**src/rtl/pipe_stage_reg.sv**
```systemverilog
// pipe_stage_reg: two-entry skid-buffered pipeline register with flush and saturating stall counter
module pipe_stage_reg #(
  parameter int WIDTH = 8,
  parameter logic [WIDTH-1:0] BUBBLE = {WIDTH{1'b0}},
  parameter int CNT_W = 8
) (
  input  logic             clk,
  input  logic             reset,
  input  logic             flush,
  input  logic             in_valid,
  output logic             in_ready,
  input  logic [WIDTH-1:0] in_data,
  output logic             out_valid,
  input  logic             out_ready,
  output logic [WIDTH-1:0] out_data,
  output logic [1:0]       occupancy,
  output logic [CNT_W-1:0] stall_cnt
);
  localparam logic [1:0] EMPTY = 2'd0;
  localparam logic [1:0] ONE   = 2'd1;
  localparam logic [1:0] FULL  = 2'd2;
  logic [1:0]       state, state_n;
  logic [WIDTH-1:0] main, skid, main_n, skid_n;
  logic             in_fire, out_fire;
  assign out_valid = state != EMPTY;
  assign in_ready  = state != FULL;
  assign out_data  = main;
  assign occupancy = state;
  assign in_fire   = in_valid & in_ready;
  assign out_fire  = out_valid & out_ready;
  always_comb begin
    state_n = flush ? EMPTY
            : state == EMPTY ? (in_fire ? ONE : EMPTY)
            : state == ONE ? (in_fire & !out_fire ? FULL : !in_fire & out_fire ? EMPTY : ONE)
            : (out_fire ? ONE : FULL);
    main_n = flush ? BUBBLE
           : state == FULL ? (out_fire ? skid : main)
           : in_fire & (state == EMPTY | out_fire) ? in_data
           : out_fire ? BUBBLE : main;
    skid_n = flush ? BUBBLE
           : state == FULL ? (out_fire ? BUBBLE : skid)
           : state == ONE & in_fire & !out_fire ? in_data : skid;
  end
  always_ff @(posedge clk) begin
    if (reset) begin
      state     <= EMPTY;
      main      <= BUBBLE;
      skid      <= BUBBLE;
      stall_cnt <= '0;
    end else begin
      state <= state_n;
      main  <= main_n;
      skid  <= skid_n;
      if (out_valid & !out_ready & !flush & stall_cnt != '1) stall_cnt <= stall_cnt + CNT_W'(1);
    end
  end
endmodule

```
**config.mk**
```make
export PLATFORM = sky130hd
export DESIGN_NAME = pipe_stage_reg
export DESIGN_NICKNAME = d
export VERILOG_FILES = /design/src/rtl/pipe_stage_reg.sv
export SDC_FILE = /design/constraint.sdc
export NUM_CORES = 1
export LEC_CHECK = 0
export BUFFER_PORTS_ARGS = -buffer_cell sky130_fd_sc_hd__clkbuf_2
export CORE_AREA = 4 4 62 50
export CTS_CLUSTER_DIAMETER = 30
export DETAILED_ROUTE_END_ITERATION = 7
export DIE_AREA = 0 0 66 54
export PLACE_DENSITY = 0.79
export SYNTH_ARGS = -nofsm -noshare
export SYNTH_HDL_FRONTEND = slang
export SYNTH_SLANG_ARGS = --single-unit
```
**constraint.sdc**
```tcl
create_clock -name clk -period 2.39 [get_ports clk]
set_input_delay 0.717 -clock clk [delete_from_list [all_inputs] [get_ports clk]]
set_output_delay 0.717 -clock clk [all_outputs]
set_load 0.005 [all_outputs]
```
# After elaboration in Yosys (flattened, before gate mapping)

Index checks and enable logic that the tools add are counted.

Bitwise operators: 11
Muxes and demuxes: 12
$add $sub $neg: 1
Reduce and logical (&&, ||, !) cells: 11
Equality and inequality tests: 5

Operators by type and width:

| operator              | number |
|---|---|
| $mux W8               | 6 |
| $and A1 B1 Y1         | 10 |
| $add A8 B1 Y8 const B | 1 |
| $mux W2               | 4 |
| $ne A8 B8 Y1 const B  | 1 |
| $reduce_bool A2 Y1    | 3 |
| $logic_not A1 Y1      | 4 |
| $ne A2 B2 Y1 const B  | 2 |
| $reduce_and A2 Y1     | 2 |
| $eq A2 B1 Y1 const B  | 1 |
| $eq A2 B2 Y1 const B  | 1 |
| $logic_not A2 Y1      | 1 |
| $mux W1               | 2 |
| $reduce_or A2 Y1      | 1 |
| $or A1 B1 Y1          | 1 |

Input bits: 13
Output and inout bits: 20
Register bits: 26
Word-level logic and storage cells: 44

# Logic depth before layout (Yosys ltp)

Depth after elaboration: 8
Depth in mapped cells: 6
Mapped depth without buffers: 5

# Worst setup path after synthesis

Ideal clock, no wire load.

Kind: input to register
Start point: input port flush
End point: register state[1], in the netlist occupancy[1]
Data required time: 2.312 ns
Path buffers: 2
Library setup time: 0.078 ns
Setup slack: 0.777 ns
Data arrival time: 1.535 ns
Cell stages on the path: 4
Path through: clkbuf_1 -> or2_2 -> clkbuf_1 -> nor3_1

Word-level cells in the longest chain between the ends: 1

RTL lines:

| what                       | line | RTL |
|---|---|---|
| start: declaration         | 9    | `input logic flush,` |
| $reduce_or A2 Y1 (no line) | n/a  |  |
| end signal: assignment     | 51   | `state <= state_n;` |
| end: declaration           | 22   | `logic [1:0] state, state_n;` |

No other way between the ends.
A chain may end at the register's enable or synchronous reset.

# Worst setup path in the final report

Start point: register state[0], in the netlist occupancy[0]
End point: output port in_ready

Word-level cells in the longest chain between the ends: 1

RTL lines:

| what             | line | RTL |
|---|---|---|
| $ne A2 B2 Y1     | 26   | `assign in_ready = state != FULL;` |
| end: declaration | 11   | `output logic in_ready,` |

No other way between the ends.

==> metrics <==
standard cell with the maximum stage delay on the critical path=dfxtp_1; proportion of layout cells with a drive suffix above 1=a little over a quarter; number of cell instances on the worst register-to-register path=5; clock transition at the register clock pins on the worst setup and hold paths after CTS=~0.15 ns; Slew Limit Fails=0; number of maximum-capacitance constraint violations=0; final core utilization=60.9%; Net Sw Power=between 150 and 200 uW; fraction of power consumed by the clock network=roughly 36%; clock tree buffer depth=2; Die Area=roughly 3600 sq um; Cells after DPL=between 200 and 250; Hold Path End=out_data[7]; critical register-to-register path startpoint=occupancy[0]; worst hold margin=0.519 ns; summed negative setup slack over all endpoints=0 ns; share of total power in sequential cells=53.3%; post-synth top area share=between 40% and 50%; cell chain of the critical path=inv_1 > nand2_1 > clkbuf_2; largest area contributor in the netlist=dfxtp_1; per-cell via count in the routed design=slightly below 6; biggest cell delay along the critical path=between 0.4 and 0.5 ns; overall track demand over capacity in global routing=a little under 20%; Synth Instances=approximately 140; Max Freq=between 500 and 600 MHz; Crit path arrival time=approximately 1.1 ns; static leakage power=around 0.65 nW; IO Count=33; Ant. Diodes=0; kind of start point of the critical path=flop; Core ar.=approximately 2500 sq um; HPWL after detailed placement=2.28 mm; final setup fails=0; Die Ht=54 um; post-cts repair resize count=0; Slew @ Worst Pin=around 0.63 ns; number of global-route vias before repair=around 1200; layout overhead on the synthesized area=17.2%; final standard cell count with taps included and fillers excluded=208; run status=complete, no violations; effective utilization at floorplan=between 50% and 60%; Setup Skew=0.00706 ns; mean instance size in the synthesized netlist=about 9 sq um; Distinct cells, synth=34; PnR worst setup slack=about 0.55 ns; Crit Path Class=flop to output port; Power Dens Cells=553 nW/um^2; Bufs and invs on worst path=2; crit end category=output port; Reg-to-Reg End=skid[5]; Clk Tree Root Cell=clkbuf_4; Vias=approximately 1200; syn_nets=between 150 and 200; Synthesis Warnings=0; Die X-Extent=about 66 um; Worst Hold Depth=1; Routed Wire Length=3.16 mm; top post-synthesis cells by count=dfxtp_1, nor2_1, nand3_1; path type of the worst min-delay path=flop to flop; sequential cell area in the final layout=~520 sq um; cell types with the largest area share after synthesis=dfxtp_1, o211a_1, nor2_1, nor2b_1, a22oi_1; source of the worst hold timing path=out_data[7]; Post-Synthesis Cell Area=approximately 1300 sq um; H-tree levels=1; count of flip-flops with a built-in enable after synthesis=0; 1st-iter DRT viols=50; weighted congestion reported at the end of routability-driven placement=roughly 0.80; maximum fanout encountered on the critical timing path=5; RSZ-0062 raised after global routing=false; Post-CTS Hold Fix Bufs=0; Main synth FF type=dfxtp_1; hold violation count in the final report=0; most frequently used cell type in the post-synthesis netlist=dfxtp_1; switching power as a share of total power=roughly 23%; Int Power=about 650 uW; # Post-CTS Setup Buffers=0; dpl ws=0.419 ns; Sink Count=26; count of TritonRoute iterations in the first routing pass=4; detail-routed net length per standard cell=between 15 and 20 um; count of buffers from port buffering=32; Synth async-reset ratio=0%; count of unresolved DRC violations after routing=0; part of the Yosys area used for sequential elements=between 40 and 50%; Slew HR=between 50% and 60%; VDD IR-drop max=roughly 0.32 mV; total number of placement rows=16; worst-skew pair later-pin latency=between 0.3 and 0.4 ns; initial antenna violation count=0; #FFs+latches synth=26; Final Cycle Share=between 70% and 80%; delay-heaviest family, CP=flip-flops; required time of the critical path=about 1.7 ns; fill cell instance count of the final layout=~220; cts bufs inserted=3; net total in the final layout=around 190; internal reg-to-reg setup slack=0.73 ns; power share of the combinational group=10.3%; wire length of the first global-routing pass=5.30 mm; combined area of the multi-input logic cells=just over 700 sq um; clock tree from TritonCTS=done; time the final worst path needs with I/O delays and setup=1.84 ns; largest net degree at the start of global routing=18; post-route ant nets=0; grt total ovfl=0
[logic make-up (layout without fill, tap and decap cells)]
family	Yosys count	count (layout)	share of synthesized area (%)
and+or+nand+nor	55	55	22.4
AOI/OAI and AO/OA	47	47	30.2
adders and majority gates	1	1	0.963
buffers and inverters	12	40	4.34
xor gates and xnor gates	2	2	1.35
DFF	26	26	40.1
muxes	1	1	0.771
[layout by cell type (no fill, tap or decap), types with 3 or more instances in the layout]
cell	synthesis	layout
o21a_1	8	8
nand2_1	6	6
o211ai_1	8	8
a22oi_1	8	8
clkbuf_2	0	32
nand3_1	11	11
nor2_1	17	17
clkbuf_4	0	3
a211oi_1	5	5
o211a_1	8	8
a31oi_1	3	3
a21oi_1	3	3
dfxtp_1	26	26
nor2b_1	10	10
[through the flow]
stage / total power, mW / area, sq um
finish: 0.842 / 1520
global route: 0.869 / 1520
CTS: 0.851 / 1520
detailed placement: 0.544 / 1470
global placement: 0.541 / 1470
floorplan: 0.511 / 1300
[state kept, by name (all words and copies together) (netlist names)]
name / count
occupancy: 2
skid: 8
stall_cnt: 8
out_data: 8
[routing by layer]
metal	vias to the layer above	GRT usage [%]	wire length (um)	part of all wire [%]
met4	0	9.46	34	1.1
li1	594	-	-	-
met1	572	25.1	1510	48
met2	37	32.3	1440	46
met3	4	3.13	183	5.8
met5	-	0	0	0
[final cells by class]
type	count	area share (%)
Clock buffer	3	1.48
Clock inverter	1	1.97
Inverter	2	0.493
Multi-Input combinational cell	106	47.4
Sequential cell	26	34.2
Tap cell	36	2.96
Timing Repair Buffer	34	11.5
[worst max-delay path by stage]
stage                 start      endpoint  slack, ns  cells past startpoint
5_1_grt        occupancy[0]     out_valid       0.45                      3
4_1_cts        occupancy[0]     out_valid       0.55                      3
3_5_place_dp      out_ready  stall_cnt[6]       0.42                      5
6_report       occupancy[0]      in_ready       0.55                      3
3_3_place_gp      out_ready       skid[0]       0.49                      5
2_1_floorplan         flush  occupancy[1]       0.78                      4
[power groups by stage]
| stage | sequential (mW) | clock [mW] | combinational, mW |
|---|---|---|---|
| after floorplan | 0.458 | 0 | 0.0534 |
| final | 0.449 | 0.306 | 0.0871 |
| after global placement | 0.457 | 0 | 0.0838 |
| after detailed placement | 0.458 | 0 | 0.0861 |
| after CTS | 0.449 | 0.316 | 0.0866 |
| after global routing | 0.450 | 0.324 | 0.0951 |
(Power assumes the default switching activity.)
